==> src/rtl/cmn_pkg.sv <==
// cmn_pkg: shared helpers for index widths and one-hot to binary conversion
package cmn_pkg;
  function automatic int idx_w(input int n);
    return (n > 1) ? $clog2(n) : 1;
  endfunction
  function automatic int oh2idx(input logic [63:0] oh);
    int r;
    r = 0;
    for (int i = 0; i < 64; i++) if (oh[i]) r = r | i;
    return r;
  endfunction
endpackage

==> src/rtl/cmn_rr_arb_onehot.sv <==
// cmn_rr_arb_onehot: one-hot grant to the first valid at or above the priority pointer, with wrap
module cmn_rr_arb_onehot
  import cmn_pkg::*;
#(
  parameter int WIDTH = 4,
  parameter int RR_EN = 1,
  parameter int IW = idx_w(WIDTH)
) (
  input  logic [WIDTH-1:0] v_vld,
  input  logic [IW-1:0]    prio_ptr,
  output logic [WIDTH-1:0] grant
);
  localparam logic [2*WIDTH-1:0] ONE = {{(2*WIDTH-1){1'b0}}, 1'b1};
  logic [IW-1:0]      p;
  logic [2*WIDTH-1:0] dbl, ff;
  // duplicate the request vector so the wrap is a plain upward scan, mask below the pointer, isolate the lowest set bit
  always_comb begin
    p = (RR_EN != 0) ? prio_ptr : '0;
    dbl = {v_vld, v_vld} & ~((ONE << p) - ONE);
    ff = dbl & (~dbl + ONE);
    grant = ff[WIDTH-1:0] | ff[2*WIDTH-1:WIDTH];
  end
endmodule

==> src/rtl/cmn_rr_arb_mux_reg.sv <==
// cmn_rr_arb_mux_reg: arbitrated N-to-1 mux into a single-entry output register with valid/ready
module cmn_rr_arb_mux_reg
  import cmn_pkg::*;
#(
  parameter int WIDTH = 4,
  parameter int PLD_WIDTH = 32,
  parameter int RR_EN = 1
) (
  input  logic                 clk,
  input  logic                 rst_n,
  input  logic [WIDTH-1:0]     v_vld,
  output logic [WIDTH-1:0]     v_rdy,
  input  logic [PLD_WIDTH-1:0] v_pld [WIDTH-1:0],
  output logic                 out_vld,
  input  logic                 out_rdy,
  output logic [PLD_WIDTH-1:0] out_pld,
  output logic [WIDTH-1:0]     out_sel
);
  localparam int IW = idx_w(WIDTH);
  logic [IW-1:0]        prio_ptr, win;
  logic [WIDTH-1:0]     grant;
  logic [PLD_WIDTH-1:0] mux;
  logic                 load, xfer;

  cmn_rr_arb_onehot #(.WIDTH(WIDTH), .RR_EN(RR_EN), .IW(IW)) u_arb (
    .v_vld(v_vld),
    .prio_ptr(prio_ptr),
    .grant(grant)
  );

  assign load = ~out_vld | out_rdy;
  assign v_rdy = grant & {WIDTH{load}};
  assign xfer = |v_rdy;
  assign win = IW'(oh2idx(64'(grant)));

  // AND-OR select so unselected payloads, even X, never reach the output
  always_comb begin
    mux = '0;
    for (int i = 0; i < WIDTH; i++) mux = mux | (v_pld[i] & {PLD_WIDTH{grant[i]}});
  end

  // pointer moves just past the winner, only on an actual transfer
  always_ff @(posedge clk or negedge rst_n)
    if (!rst_n) prio_ptr <= '0;
    else if (RR_EN != 0 && xfer) prio_ptr <= (win == IW'(WIDTH - 1)) ? '0 : win + 1'b1;

  // output register loads when empty or draining, otherwise holds
  always_ff @(posedge clk or negedge rst_n)
    if (!rst_n) begin
      out_vld <= 1'b0;
      out_pld <= '0;
      out_sel <= '0;
    end else if (load) begin
      out_vld <= |v_vld;
      out_pld <= mux;
      out_sel <= grant;
    end
endmodule

==> config.mk <==
export PLATFORM = sky130hd
export DESIGN_NAME = cmn_rr_arb_mux_reg
export DESIGN_NICKNAME = d
export VERILOG_FILES = /design/src/rtl/cmn_pkg.sv /design/src/rtl/cmn_rr_arb_onehot.sv /design/src/rtl/cmn_rr_arb_mux_reg.sv
export SDC_FILE = /design/constraint.sdc
export NUM_CORES = 1
export LEC_CHECK = 0
export CAP_MARGIN = 20
export CORE_MARGIN = 5
export CORE_UTILIZATION = 33
export DETAILED_ROUTE_END_ITERATION = 10
export PLACE_DENSITY_LB_ADDON = 0.25
export SLEW_MARGIN = 10
export SYNTH_ARGS = -nofsm -noshare
export SYNTH_HDL_FRONTEND = slang
export SYNTH_SLANG_ARGS = --single-unit
==> constraint.sdc <==
create_clock -name clk -period 2.2 [get_ports clk]
set_input_delay 0.44 -clock clk [delete_from_list [all_inputs] [get_ports clk]]
set_output_delay 0.44 -clock clk [all_outputs]
set_load 0.01 [all_outputs]
* Word level (Yosys, flattened, before mapping)
Index checks and enable logic that the tools add are counted.
** Operators by class
- $add $sub $neg :: 3
- Equality and inequality tests :: 1
- Shifts and indexed selects :: 1
- Multiplexer cells :: 4
- Bitwise gates (word level) :: 15
- Reduce and logical (&&, ||, !) cells :: 2
** Operators with widths (count)
- $and A32 B32 Y32 :: 4
- $or A32 B32 Y32 :: 3
- $and A8 B8 Y8 :: 2
- $not A8 Y8 :: 2
- $add A8 B1 Y8 const B :: 1
- $reduce_or A4 Y1 :: 2
- $shl A1 B2 Y8 const A :: 1
- $sub A8 B1 Y8 const B :: 1
- $mux W2 :: 3
- $and A4 B4 Y4 :: 1
- $or A4 B4 Y4 :: 1
- $add A2 B1 Y2 const B :: 1
- $eq A2 B2 Y1 const B :: 1
- $mux W1 :: 1
- $not A1 Y1 :: 1
- $or A1 B1 Y1 :: 1
** Word-level totals
- Flip-flop bits (word level) :: 39
- Logic and storage cells :: 30

* Depth between registers and ports, before layout
- Depth after elaboration :: 13
- Gate-level depth with buffers :: 9
- Depth with buffers taken out :: 7

* Hierarchy
A second synthesis with hierarchy kept.
** Unflattened totals
- Cells, all modules :: 233
- Area total of the unflattened synthesis :: 2232.1 µm²
** Modules (own cells, without submodules)
- cmn_rr_arb_mux_reg :: times used 1, cells an instance 212, area an instance 2099.5 µm²
- cmn_rr_arb_onehot :: times used 1, cells an instance 21, area an instance 132.6 µm²

* Worst setup path before layout
Ideal clock, no wire load.
- Kind :: register to output
- Start point :: register prio_ptr[1]
- End point :: output port v_rdy[0]
- Arrival time :: 1.988 ns
- Slack :: -0.228 ns
- Stages on the path, launching flop included :: 9
- Path through :: dfrtp_1 > buf_6 > or2_2 > ha_1 > nor2b_1 > nor3b_2 > clkbuf_1 > a21oi_1 > nor2_1
** Between the ends
- Longest elaborated chain between the ends :: 9
** RTL lines
- start: declaration :: RTL line cmn_rr_arb_mux_reg.sv:20 : logic [IW-1:0] prio_ptr, win;
- start signal: assignment :: RTL line cmn_rr_arb_mux_reg.sv:45 : else if (RR_EN != 0 && xfer) prio_ptr <= (win == IW'(WIDTH - 1)) ? '0 : win + 1'b1;
- $shl A1 B2 Y8 (*) :: RTL line cmn_rr_arb_onehot.sv:19 : dbl = {v_vld, v_vld} & ~((ONE << p) - ONE);
- $sub A8 B1 Y8 (*) :: RTL line cmn_rr_arb_onehot.sv:19
- $not A8 Y8 (*) :: RTL line cmn_rr_arb_onehot.sv:19
- $and A8 B8 Y8 (*) :: RTL line cmn_rr_arb_onehot.sv:19
- $not A8 Y8 :: RTL line cmn_rr_arb_onehot.sv:20 : ff = dbl & (~dbl + ONE);
- $add A8 B1 Y8 :: RTL line cmn_rr_arb_onehot.sv:20
- $and A8 B8 Y8 (*) :: RTL line cmn_rr_arb_onehot.sv:20
- $or A4 B4 Y4 (*) :: RTL line cmn_rr_arb_onehot.sv:21 : grant = ff[WIDTH-1:0] | ff[2*WIDTH-1:WIDTH];
- $and A4 B4 Y4 (*) :: RTL line cmn_rr_arb_mux_reg.sv:32 : assign v_rdy = grant & {WIDTH{load}};
- end: declaration :: RTL line cmn_rr_arb_mux_reg.sv:12 : output logic [WIDTH-1:0] v_rdy,
Mark *: on every way between the ends. The rest lies on a longest branch, timed or not.

* Final worst setup path
- Start point :: register prio_ptr[1]
- End point :: output port v_rdy[1]
Same word-level chain as after synthesis.

==> flow_summary_export.csv <==
group,metric,value,unit
status,status,"finished, violations left",
status,violations,"setup timing",
clocking,clk_latency,290,ps
logic_synthesis,synthFlopType,"dfrtp_1",
clocking,cts_tree,"yes",
critical_path,cp_top_family,"simple AND/OR/NAND/NOR gates",
sta,relSlewSlack,56.0,%
critical_path,worst_path_max_delay_cell,"dfrtp_1",
logic_synthesis,yosysSeqAreaShare,37.4,%
clocking,cts_max_path_buffers,2,
finish,layout_commonest_cell,"clkdlybuf4s50_1",
logic_synthesis,ys_async_sr_fraction,100,%
finish,final_util,61.6,%
job,drv_cap,0,
sta,fin_crit_sh,105,%
critical_path,worstSetupPathDepth,7,
clocking,htree_levels,2,
power,total_power,4.68,mW
place,dp.cells,541,
finish,final-seq-area,976,um^2
global_route,grt_usage,20.5,%
sta,tightestPinTransition,661,ps
critical_path,crit_chain,"or2_4 > ha_4 > nand2b_4 > a21oi_4 > nor3b_4 > and2_4 > buf_6",
clocking,cts_inserted_buffers,5,
clocking,cts_sinks,39,
route,dr.first_iter.drc_count,119,
logic_synthesis,yosysWarnings,0,
place,pre_cts_slack,-604,ps
critical_path,critPathRequiredTime,1760,ps
critical_path,worstSetupPathType,"register to output pin",
finish,diodes,0,
logic_synthesis,synth.avg_cell_area,9.64,um^2
floorplanning,die_w,99.0,um
logic_synthesis,synth_cells,271,
sta,max_freq,432,MHz
route,via_per_inst,5.61,
route,vias,3104,
floorplanning,initial_core_util,33.8,%
route,ant_nets,0,
place,gp_congestion,0.838,
route,wl,10.4,mm
critical_path,worstPathMaxFanout,4,
logic_synthesis,synth_top_cell_area_share,37.4,%
floorplanning,pin_count,176,
logic_synthesis,synth_seq_cells,39,
finish,stdcell_count,553,
finish,multiInputGateArea,1600,um^2
place,place_hpwl,7.34,mm
sta,post-route-min-period,2310,ps
power,ir_drop,0.752,mV
logic_synthesis,synth_area_leaders,"dfrtp_1 (37%), a22oi_2 (13%), a221oi_1 (11%)",
sta,setup_violations,36,
sta,rsz0062_at_grt,"yes",
sta,drv_slew,0,
min_path,min_path_type,"input pin to async pin",
critical_path,max_stage_delay,420,ps
finish,layout_common_cells,"clkdlybuf4s50_1 (169), dfrtp_1 (39), nor2_1 (36), a21oi_1 (36)",
power,power_density,982,nW/um^2
logic_synthesis,syn-cell-area,2610,um^2
route,firstDrtPassIters,6,
global_route,antenna_found_initial,0,
clocking,clk_pin_slew,80,ps
critical_path,arrival,1870,ps
global_route,grt_pass1_vias,3241,
sta,layout_setup_ws,-115,ps
route,drc,0,
power,p_leak,1.83,nW
critical_path,reg2regPathDepth,8,
global_route,grt_overflow,0,
floorplanning,core,7730,um^2
sta,finalHoldViolCount,0,
place,port_buffers,175,
global_route,grt_pass1_wl,16.4,mm
critical_path,cp-start-kind,"register",
floorplanning,die_h,99.0,um
sta,clock_skew,6.77,ps
finish,final.fill_count,650,
floorplanning,num_rows,32,
finish,nets,586,
logic_synthesis,synth_cell_types,27,
logic_synthesis,syn_nets,407,
logic_synthesis,yosysTopAreaCell,"dfrtp_1",
critical_path,path_buf_inv,1,
floorplanning,dieArea,9790,um^2
finish,drive_above_1_share,18.4,%
critical_path,end_kind,"output pin",
logic_synthesis,synth-edff-count,0,
route,wl_per_cell,18.8,um
clocking,ctsHoldBuffers,0,
finish,syn_to_final_growth,82.4,%
global_route,grt_max_degree,39,
clocking,cts-root-buf,"clkbuf_8",
==> power breakdown <==
| part | total, mW | internal [mW] | leakage (nW) | switching [mW] |
|---|---|---|---|---|
| sequential | 1.17 | 1.01 | 0.452 | 0.160 |
| combinational | 2.97 | 1.55 | 1.33 | 1.42 |
| clock | 0.538 | 0.286 | 0.0515 | 0.251 |
| total | 4.68 | 2.84 | 1.83 | 1.83 |
==> logic make-up after synthesis <==
logic type / share of synthesized area, %
adders and majority gates: 0.479
and+or+nand+nor: 11.1
DFF: 37.4
AOI/OAI and AO/OA: 45.3
buffers and inverters: 5.80
==> state kept, by name, summed over array words and instances, names as in the netlist <==
name and count:
out_sel 4, prio_ptr 2, out_vld 1, out_pld 32
==> layout make-up <==
type / count / share of cell area (%)
well taps: 102 / 2.68
multi-input cells: 204 / 33.7
repair buffers: 200 / 41.0
flip-flops and latches: 39 / 20.5
clock buffers: 8 / 2.10
==> worst paths after layout <==
path	startpoint	to	slack [ps]
worst max register to register	prio_ptr[1]	out_pld[28]	-60
worst max-delay path	prio_ptr[1]	v_rdy[1]	-110
max in group asynchronous	rst_n	out_pld[29]	1390
worst min-delay path	rst_n	out_pld[7]	180
min in group clk	out_sel[3]	out_sel[3]	480
worst min register to register	out_sel[3]	out_sel[3]	480
==> stage by stage <==
step	hold WS, ps	setup TNS, ps	area [um^2]
2_1_floorplan	144	-72.7	2630
6_report	178	-1290	4760
4_1_cts	203	-1230	4750
3_5_place_dp	467	-10450	4570
5_1_grt	221	-5660	4760
3_3_place_gp	464	-9240	4570
==> timing repair <==
item / 4_1_cts / 5_1_grt
pin swaps: 5 / 0
setup buffers: 4 / 0
cloned: 0 / 0
resized for setup: 30 / 2
setup endpoints to repair: 38 / 38
==> per-layer routing <==
metal  up-vias  part of all wire [%]  global-route usage [%]
li1       1437                     -                       -
met1      1514                    40                    24.8
met2       147                    50                    36.1
met3         6                   8.9                    6.23
met4         0                  0.66                    3.68
met5         -                     0                       0
==> cells in the mapped netlist, types with 2 or more instances <==
master,n
a22oi_1,5
a21o_1,3
a22oi_2,27
buf_2,7
clkbuf_1,16
nor2b_1,2
a21oi_1,38
nor3b_2,2
and2_1,2
a22o_1,32
a221oi_1,32
nand2b_1,5
nor2_1,38
buf_6,5
dfrtp_1,39
nand2_1,6
o21ai_0,2
No activity file was read; power rests on OpenSTA's default activity.
